### config.mk
export PLATFORM = sky130hd
export DESIGN_NAME = qpu_dtcm_icb_arbiter
export DESIGN_NICKNAME = d
export VERILOG_FILES = /design/src/rtl/qpu_dtcm_icb_arbiter_pkg.sv /design/src/rtl/qpu_arb_id_fifo.sv /design/src/rtl/qpu_dtcm_icb_arbiter.sv
export SDC_FILE = /design/constraint.sdc
export NUM_CORES = 1
export LEC_CHECK = 0
export CAP_MARGIN = 20
export CORE_AREA = 2 2 104 106
export CTS_BUF_LIST = sky130_fd_sc_hd__clkbuf_8
export DETAILED_ROUTE_END_ITERATION = 16
export DIE_AREA = 0 0 106 108
export MAX_ROUTING_LAYER = met4
export PLACE_DENSITY = 0.68
export SYNTH_ARGS = -nofsm -noshare
export SYNTH_HDL_FRONTEND = slang
export SYNTH_SLANG_ARGS = --single-unit
### constraint.sdc
create_clock -name clk -period 2.4 [get_ports clk]
set_input_delay 0.48 -clock clk [delete_from_list [all_inputs] [get_ports clk]]
set_output_delay 0.48 -clock clk [all_outputs]
set_load 0.02 [all_outputs]
### src/rtl/qpu_dtcm_icb_arbiter_pkg.sv
// Shared types for the DTCM ICB arbiter: requester count, arbiter state
// encoding and the outstanding-ID type.
package qpu_dtcm_icb_arbiter_pkg;

    localparam int QPU_ARB_REQ_NUM = 2;
    localparam int QPU_ARB_ID_W    = 1;

    typedef logic [QPU_ARB_ID_W-1:0] arb_id_t;

    typedef enum logic {
        ARB_IDLE = 1'b0,
        ARB_HOLD = 1'b1
    } arb_state_e;

endpackage

### src/rtl/qpu_arb_id_fifo.sv
// In-order FIFO of requester IDs for commands still awaiting a response.
// A push is accepted while full only if a pop happens in the same cycle.
module qpu_arb_id_fifo
    import qpu_dtcm_icb_arbiter_pkg::*;
#(
    parameter int DEPTH = 2
) (
    input  logic    clk,
    input  logic    rst_n,
    input  logic    push,
    input  logic    pop,
    input  arb_id_t wdata,
    output arb_id_t rdata,
    output logic    full,
    output logic    empty
);

    localparam int CW = $clog2(DEPTH) + 1;
    localparam int PW = (DEPTH > 1) ? $clog2(DEPTH) : 1;

    arb_id_t         mem_q [DEPTH];
    logic [PW-1:0]   wr_ptr_q, wr_ptr_d;
    logic [PW-1:0]   rd_ptr_q, rd_ptr_d;
    logic [CW-1:0]   cnt_q, cnt_d;
    logic            push_ok, pop_ok;

    function automatic logic [PW-1:0] ptr_inc(input logic [PW-1:0] p);
        return (DEPTH == 1) ? '0 : p + PW'(1);
    endfunction

    assign full    = (cnt_q == CW'(DEPTH));
    assign empty   = (cnt_q == '0);
    assign pop_ok  = pop & ~empty;
    assign push_ok = push & (~full | pop_ok);
    assign rdata   = mem_q[rd_ptr_q];

    always_comb begin
        wr_ptr_d = push_ok ? ptr_inc(wr_ptr_q) : wr_ptr_q;
        rd_ptr_d = pop_ok  ? ptr_inc(rd_ptr_q) : rd_ptr_q;
        cnt_d    = cnt_q + CW'(push_ok) - CW'(pop_ok);
    end

    always_ff @(posedge clk) begin
        if (!rst_n) begin
            wr_ptr_q <= '0;
            rd_ptr_q <= '0;
            cnt_q    <= '0;
        end else begin
            wr_ptr_q <= wr_ptr_d;
            rd_ptr_q <= rd_ptr_d;
            cnt_q    <= cnt_d;
        end
    end

    always_ff @(posedge clk) begin
        if (push_ok) mem_q[wr_ptr_q] <= wdata;
    end

endmodule

### src/rtl/qpu_dtcm_icb_arbiter.sv
// Round-robin arbiter sharing the LSU/DTCM ICB port between the EXU (r0) and
// the host loader (r1); responses are routed back via an outstanding-ID FIFO.
//   state | meaning
//   IDLE  | free round-robin choice between valid requesters
//   HOLD  | downstream stalled, grant pinned to hold_id until handshake
module qpu_dtcm_icb_arbiter
    import qpu_dtcm_icb_arbiter_pkg::*;
#(
    parameter int ADDR_W     = 16,
    parameter int DATA_W     = 32,
    parameter int OUTS_DEPTH = 2
) (
    input  logic                clk,
    input  logic                rst_n,
    input  logic                r0_cmd_valid,
    output logic                r0_cmd_ready,
    input  logic [ADDR_W-1:0]   r0_cmd_addr,
    input  logic                r0_cmd_read,
    input  logic [DATA_W-1:0]   r0_cmd_wdata,
    input  logic [DATA_W/8-1:0] r0_cmd_wmask,
    output logic                r0_rsp_valid,
    input  logic                r0_rsp_ready,
    output logic [DATA_W-1:0]   r0_rsp_rdata,
    input  logic                r1_cmd_valid,
    output logic                r1_cmd_ready,
    input  logic [ADDR_W-1:0]   r1_cmd_addr,
    input  logic                r1_cmd_read,
    input  logic [DATA_W-1:0]   r1_cmd_wdata,
    input  logic [DATA_W/8-1:0] r1_cmd_wmask,
    output logic                r1_rsp_valid,
    input  logic                r1_rsp_ready,
    output logic [DATA_W-1:0]   r1_rsp_rdata,
    output logic                m_cmd_valid,
    input  logic                m_cmd_ready,
    output logic [ADDR_W-1:0]   m_cmd_addr,
    output logic                m_cmd_read,
    output logic [DATA_W-1:0]   m_cmd_wdata,
    output logic [DATA_W/8-1:0] m_cmd_wmask,
    input  logic                m_rsp_valid,
    output logic                m_rsp_ready,
    input  logic [DATA_W-1:0]   m_rsp_rdata,
    output logic                orphan_err,
    output logic                arb_active
);

    arb_state_e state_q, state_d;
    arb_id_t    rr_last_q, rr_last_d;
    arb_id_t    hold_id_q, hold_id_d;
    logic       orphan_q, orphan_d;

    arb_id_t    winner, head_id;
    logic       winner_valid, cmd_block, cmd_hs;
    logic       fifo_full, fifo_empty, rsp_pop;

    qpu_arb_id_fifo #(.DEPTH(OUTS_DEPTH)) u_id_fifo (
        .clk   (clk),
        .rst_n (rst_n),
        .push  (cmd_hs),
        .pop   (rsp_pop),
        .wdata (winner),
        .rdata (head_id),
        .full  (fifo_full),
        .empty (fifo_empty)
    );

    always_ff @(posedge clk) begin
        if (!rst_n) begin
            state_q   <= ARB_IDLE;
            rr_last_q <= 1'b1;
            hold_id_q <= 1'b0;
            orphan_q  <= 1'b0;
        end else begin
            state_q   <= state_d;
            rr_last_q <= rr_last_d;
            hold_id_q <= hold_id_d;
            orphan_q  <= orphan_d;
        end
    end

    // Winner depends only on requester valids and state, never on m_cmd_ready.
    always_comb begin
        winner       = 1'b0;
        winner_valid = 1'b0;
        if (state_q == ARB_HOLD) begin
            winner       = hold_id_q;
            winner_valid = hold_id_q ? r1_cmd_valid : r0_cmd_valid;
        end else if (r0_cmd_valid && r1_cmd_valid) begin
            winner       = ~rr_last_q;
            winner_valid = 1'b1;
        end else if (r1_cmd_valid) begin
            winner       = 1'b1;
            winner_valid = 1'b1;
        end else if (r0_cmd_valid) begin
            winner_valid = 1'b1;
        end
    end

    always_comb begin
        state_d   = state_q;
        rr_last_d = rr_last_q;
        hold_id_d = hold_id_q;
        orphan_d  = orphan_q | (m_rsp_valid & fifo_empty);
        if (cmd_hs) begin
            rr_last_d = winner;
            state_d   = ARB_IDLE;
        end else if (state_q == ARB_IDLE && winner_valid) begin
            hold_id_d = winner;
            state_d   = ARB_HOLD;
        end else if (state_q == ARB_HOLD && !winner_valid) begin
            state_d   = ARB_IDLE;
        end
    end

    // A full FIFO still admits a command when a response retires in the same cycle.
    always_comb begin
        rsp_pop      = m_rsp_valid & m_rsp_ready & ~fifo_empty;
        cmd_block    = fifo_full & ~rsp_pop;
        m_cmd_valid  = winner_valid & ~cmd_block;
        cmd_hs       = m_cmd_valid & m_cmd_ready;
        r0_cmd_ready = m_cmd_ready & ~cmd_block & (winner == 1'b0);
        r1_cmd_ready = m_cmd_ready & ~cmd_block & (winner == 1'b1);
        m_cmd_addr   = winner ? r1_cmd_addr  : r0_cmd_addr;
        m_cmd_read   = winner ? r1_cmd_read  : r0_cmd_read;
        m_cmd_wdata  = winner ? r1_cmd_wdata : r0_cmd_wdata;
        m_cmd_wmask  = winner ? r1_cmd_wmask : r0_cmd_wmask;
        r0_rsp_valid = m_rsp_valid & ~fifo_empty & (head_id == 1'b0);
        r1_rsp_valid = m_rsp_valid & ~fifo_empty & (head_id == 1'b1);
        m_rsp_ready  = fifo_empty ? m_rsp_valid : (head_id ? r1_rsp_ready : r0_rsp_ready);
        r0_rsp_rdata = m_rsp_rdata;
        r1_rsp_rdata = m_rsp_rdata;
        orphan_err   = orphan_q;
        arb_active   = r0_cmd_valid | r1_cmd_valid | ~fifo_empty | (state_q == ARB_HOLD);
    end

endmodule

# == Word level (Yosys, flattened, before mapping) ==
# Memories as Yosys holds them, arrays and structs flattened. A register that Yosys moved wholly into a read port is not among the register bits.
# Index checks and enable logic that the tools add are counted.
# op_classes
bitwise_logic,29
muxes,20
add_sub_neg,4
reduce_logical,8
eq_ne,1
# op_table
cell,count
2-to-1 mux 32 bit,1
2-to-1 mux 1 bit,17
2-to-1 mux 16 bit,1
bitwise AND 1 bit,14
NOT 1 bit,10
OR 1 bit,5
2-to-1 mux 4 bit,1
logical AND 1 bit,3
"adder 1 bit, second input constant",2
adder 2 x 1 -> 2 bit,1
"== test 2 bit, second input constant",1
zero test 2 bit,1
AND reduction 2 bit,1
nonzero test 2 bit,1
OR reduction 2 bit,1
subtractor 2 x 1 -> 2 bit,1
zero test 1 bit,1
# totals
inputBits,146
memories,1
output_inout_bits,125
elab_cells,70
regBits,8
ramBits,2
# memory_table
name,words,width,read_ports,rd_clocked_by_memory_dff,write_ports,line_no,source
u_id_fifo.mem_q,2,1,1,1,1,qpu_arb_id_fifo.sv:21,arb_id_t mem_q [DEPTH];

# == Logic depth before layout (Yosys ltp) ==
# logic_depth
ltp_word,12
ltp_mapped,9
mapped_depth_nobuf,9

# == Modules after synthesis ==
# Synthesis repeated with hierarchy kept, for this count alone.
# unflattened
cells_unflattened,193
area_unflattened_um2,1854.3
# modules_own_cells
mod,instances,area_per_inst_um2,seq_area_each_um2,cells_each
qpu_dtcm_icb_arbiter,1,1526.5,80.1,160
qpu_arb_id_fifo,1,327.8,160.2,33

# == Worst setup path before layout ==
# OpenSTA, ideal clock, no wires.
# synth_timing
path_kind,reg-to-output
startpoint,register (tool-made name)
endpoint,output port r0_cmd_ready
slack_ps,441
t_arrival_ps,1479
path_buffers,0
required_time_ps,1920
stages_incl_launch_ff,5
cell_sequence,dfxtp_1 mux2i_2 mux2_2 and2_2 nor2_1
# synth_lines
element,line_no,source
"end, declared",qpu_dtcm_icb_arbiter.sv:16,"output logic r0_cmd_ready,"

# == Worst setup path after layout ==
# layout_timing
startpoint,input port r1_cmd_valid
endpoint,output port m_cmd_addr[0]
# layout_via
elab_chain_cells,4
elab_cells_between_ends,5
classes_between,mux (4); reduce/logical (1)
# layout_rtl
element,line_no,source
"start, declared",qpu_dtcm_icb_arbiter.sv:24,"input logic r1_cmd_valid,"
2-to-1 mux 1 bit or logical AND 1 bit (tied branches),"qpu_dtcm_icb_arbiter.sv:90, qpu_dtcm_icb_arbiter.sv:87",
2-to-1 mux 1 bit (*),qpu_dtcm_icb_arbiter.sv:87,end else if (r0_cmd_valid && r1_cmd_valid) begin
2-to-1 mux 1 bit (*),qpu_dtcm_icb_arbiter.sv:84,if (state_q == ARB_HOLD) begin
2-to-1 mux 16 bit (*),qpu_dtcm_icb_arbiter.sv:122,m_cmd_addr = winner ? r1_cmd_addr : r0_cmd_addr;
"end, declared",qpu_dtcm_icb_arbiter.sv:35,"output logic [ADDR_W-1:0] m_cmd_addr,"
# Mark *: on every way between the ends. The rest lies on a longest branch, timed or not.

==> impl_metrics.yaml <==
critical_path:
  crit_path_start_kind: "input pin"
  r2r-end: "u_id_fifo.cnt_q[1]"
  path_max_fanout: 11
  crit_top_cell: "clkdlybuf4s15_2"
  critPathSlowestCell: "mux2_2"
  slowest_delay_ns: 0.31
  ff2ff_setup_slack_ns: 0.29
  cp.arrival_ns: 1.87
  cp.required_ns: 1.92
  ff2ff_path_depth: 11
  worstSetupEndpointType: "output port"
  path_cells: "clkdlybuf4s15_2, a21bo_2, o21a_4, buf_12, mux2_2, clkdlybuf4s15_2"
  worstSetupPathType: "in -> out"
sta:
  min_period_ns: 2.35
  fin_crit_sh: 0.980
  rsz0062_at_grt: "no"
  whs_ns: 0.465
  finalMaxSlewViolations: 0
  finalHoldViolCount: 0
  relSlewSlack: 0.844
  worst_slew_pin_slew_ns: 0.231
  max_clock_freq_mhz: 425
  setup_violations: 0
  finalSetupTns_ns: 0
  clock_skew_ns: 0.00471
cells_and_area:
  final_cell_mix: "clkdlybuf4s50_1, mux2_2, clkdlybuf4s15_2"
  diodes: 0
  final_area_um2: 3270
  fill_cells: 1058
  syn2layout_area_growth_pct: 89.5
  drive_gt1_frac: 0.424
  nNetsFinal: 463
  final_common_cell: "clkdlybuf4s50_1"
  post-route-util: 0.320
  layout.cells.non_filler: 450
hold_path:
  worstHoldEndpoint: "orphan_err"
  whs_path_depth: 2
  min-delay-start: "orphan_err"
  hold_path.class: "reg -> reg"
floorplan:
  dieArea_um2: 11400
  core_um2: 10200
  die_y_um: 108
  fp.dieW_um: 106
  boundaryPins: 271
  rows: 37
  start_util: 0.169
job:
  cap_violations: 0
synthesis:
  yosys_warnings: 0
  synth_nets: 337
  yosys-top-cells-area: "mux2_2, buf_4, dfxtp_1"
  synth_top_area_cell: "mux2_2"
  synth_seq_cells: 11
  syn_area_um2: 1730
  synthArstFlopShare: 0
  synth.top_cell.area_share: 0.352
  synthCells: 189
  syn_area_per_cell_um2: 9.14
  yosysSeqAreaShare: 0.139
  synth_edf_count: 2
  synthDistinctLibCells: 31
  synthFlopType: "dfxtp_1"
clock_tree:
  htreeDepth: 1
  cts.path.max_buffers: 2
  path_clk_slew_ns: 0.05
  cts_buffers: 3
  cts-root-buf: "clkbuf_8"
  cts.sinks: 11
  cts_hold_buf: 0
  cts_tree: "yes"
  clkLatencyLatePin_ns: 0.24
drt:
  wirelength_um: 7590
  drc: 0
  routedWlPerCell_um: 16.9
  dr.pass1.iters: 4
  first_iter_violations: 49
  via_count: 1748
  final_antenna_net_count: 0
  vias_per_cell: 3.88
global_routing:
  track_usage: 0.130
  grt_pass1_wl_um: 10900
  grt_max_degree: 19
  grt_pass1_vias: 1956
  gr-total-overflow: 0
  antenna_found_initial: 0
pwr:
  power.density_nw_per_um2: 479
  vdd_drop_max_mv: 0.230
  leakage_nw: 1.37
placed_design:
  gp_congestion: 0.775
  dp_hpwl_um: 6240
  port_buffers: 174
  dpl_cell_area_um2: 3230
  placed_cells: 444
outcome:
  status: "finished, final reports clean"
==> metal layers <==
metal	part of all wire	GRT usage	vias to the layer above
li1	-	-	834
met1	0.42	0.155	775
met2	0.49	0.224	124
met3	0.072	0.0277	15
met4	0.014	0.0320	0
met5	0	-	-
==> timing repair <==
action / 4_1_cts / 5_1_grt
buffers inserted: 1 / 0
gates resized for setup: 191 / 7
endpoints found under the setup margin: 60 / 18
cloned: 2 / 0
pin swaps: 1 / 1
==> area by class of cell <==
cell class | instances | area [um2] | area share
tap | 136 | 170 | 0.0520
multi-input combinational | 102 | 948 | 0.290
timing repair buffer | 191 | 1850 | 0.564
clock inverter | 1 | 3.75 | 0.00115
clock buffer | 3 | 41.3 | 0.0126
inverter | 6 | 22.5 | 0.00688
sequential | 11 | 240 | 0.0734
==> logic make-up after synthesis <==
kind of cell	after synthesis	synth area share
buffers and inverters	76	0.325
muxes	59	0.383
and+or+nand+nor	24	0.0681
AOI/OAI and AO/OA	15	0.0601
DFF	11	0.139
xor gates and xnor gates	2	0.0101
adders and majority gates	2	0.0145
==> worst max-delay path by stage <==
stage | startpoint | end | slack, ns
2_1_floorplan | register | r0_cmd_ready | 0.44
3_3_place_gp | r1_cmd_valid | m_cmd_wdata[19] | -0.59
3_5_place_dp | r1_cmd_valid | m_cmd_wdata[19] | -0.61
4_1_cts | r0_cmd_valid | m_cmd_wdata[19] | -0.009
5_1_grt | r0_rsp_ready | r0_cmd_ready | 0.0009
6_report | r1_cmd_valid | m_cmd_addr[0] | 0.05
==> cell usage after synthesis, types with 2 or more instances <==
| library cell | n |
|---|---|
| nand3_1 | 2 |
| buf_4 | 65 |
| o21ai_0 | 2 |
| nand2b_1 | 2 |
| and2_2 | 2 |
| ha_1 | 2 |
| o21a_1 | 2 |
| edfxtp_1 | 2 |
| mux2_2 | 54 |
| nand2_1 | 3 |
| nor2_1 | 10 |
| mux2i_1 | 4 |
| inv_1 | 6 |
| buf_6 | 4 |
| a21oi_1 | 5 |
| dfxtp_1 | 9 |
==> through the flow <==
stage | power [W] | setup WS (ns)
after CTS | 0.00159 | -0.00949
after global placement | 0.00142 | -0.586
after global routing | 0.00167 | 0.000857
after floorplan | 0.000990 | 0.441
after detailed placement | 0.00142 | -0.608
final | 0.00157 | 0.0478
==> critical path, delay by kind of cell <==
| kind | cells | cell delay (ns) |
|---|---|---|
| buffers and inverters | 3 | 0.62 |
| AO/OA/AOI/OAI | 2 | 0.46 |
| multiplexers | 1 | 0.31 |
==> state kept, by name (all words and copies together) (netlist names), named ones only <==
name                cells
rr_last_q               1
u_id_fifo.wr_ptr_q      1
state_q                 1
hold_id_q               1
u_id_fifo.rd_ptr_q      1
u_id_fifo.cnt_q         2
orphan_err              1
u_id_fifo.mem_q         2
==> report_power, final <==
group          internal [W]  switching (W)  leakage [nW]
registers          0.000232      0.0000295        0.0932
logic              0.000621       0.000500          1.25
clock network      0.000112      0.0000715        0.0269
total              0.000965       0.000601          1.37
No activity file was read; power rests on OpenSTA's default activity.
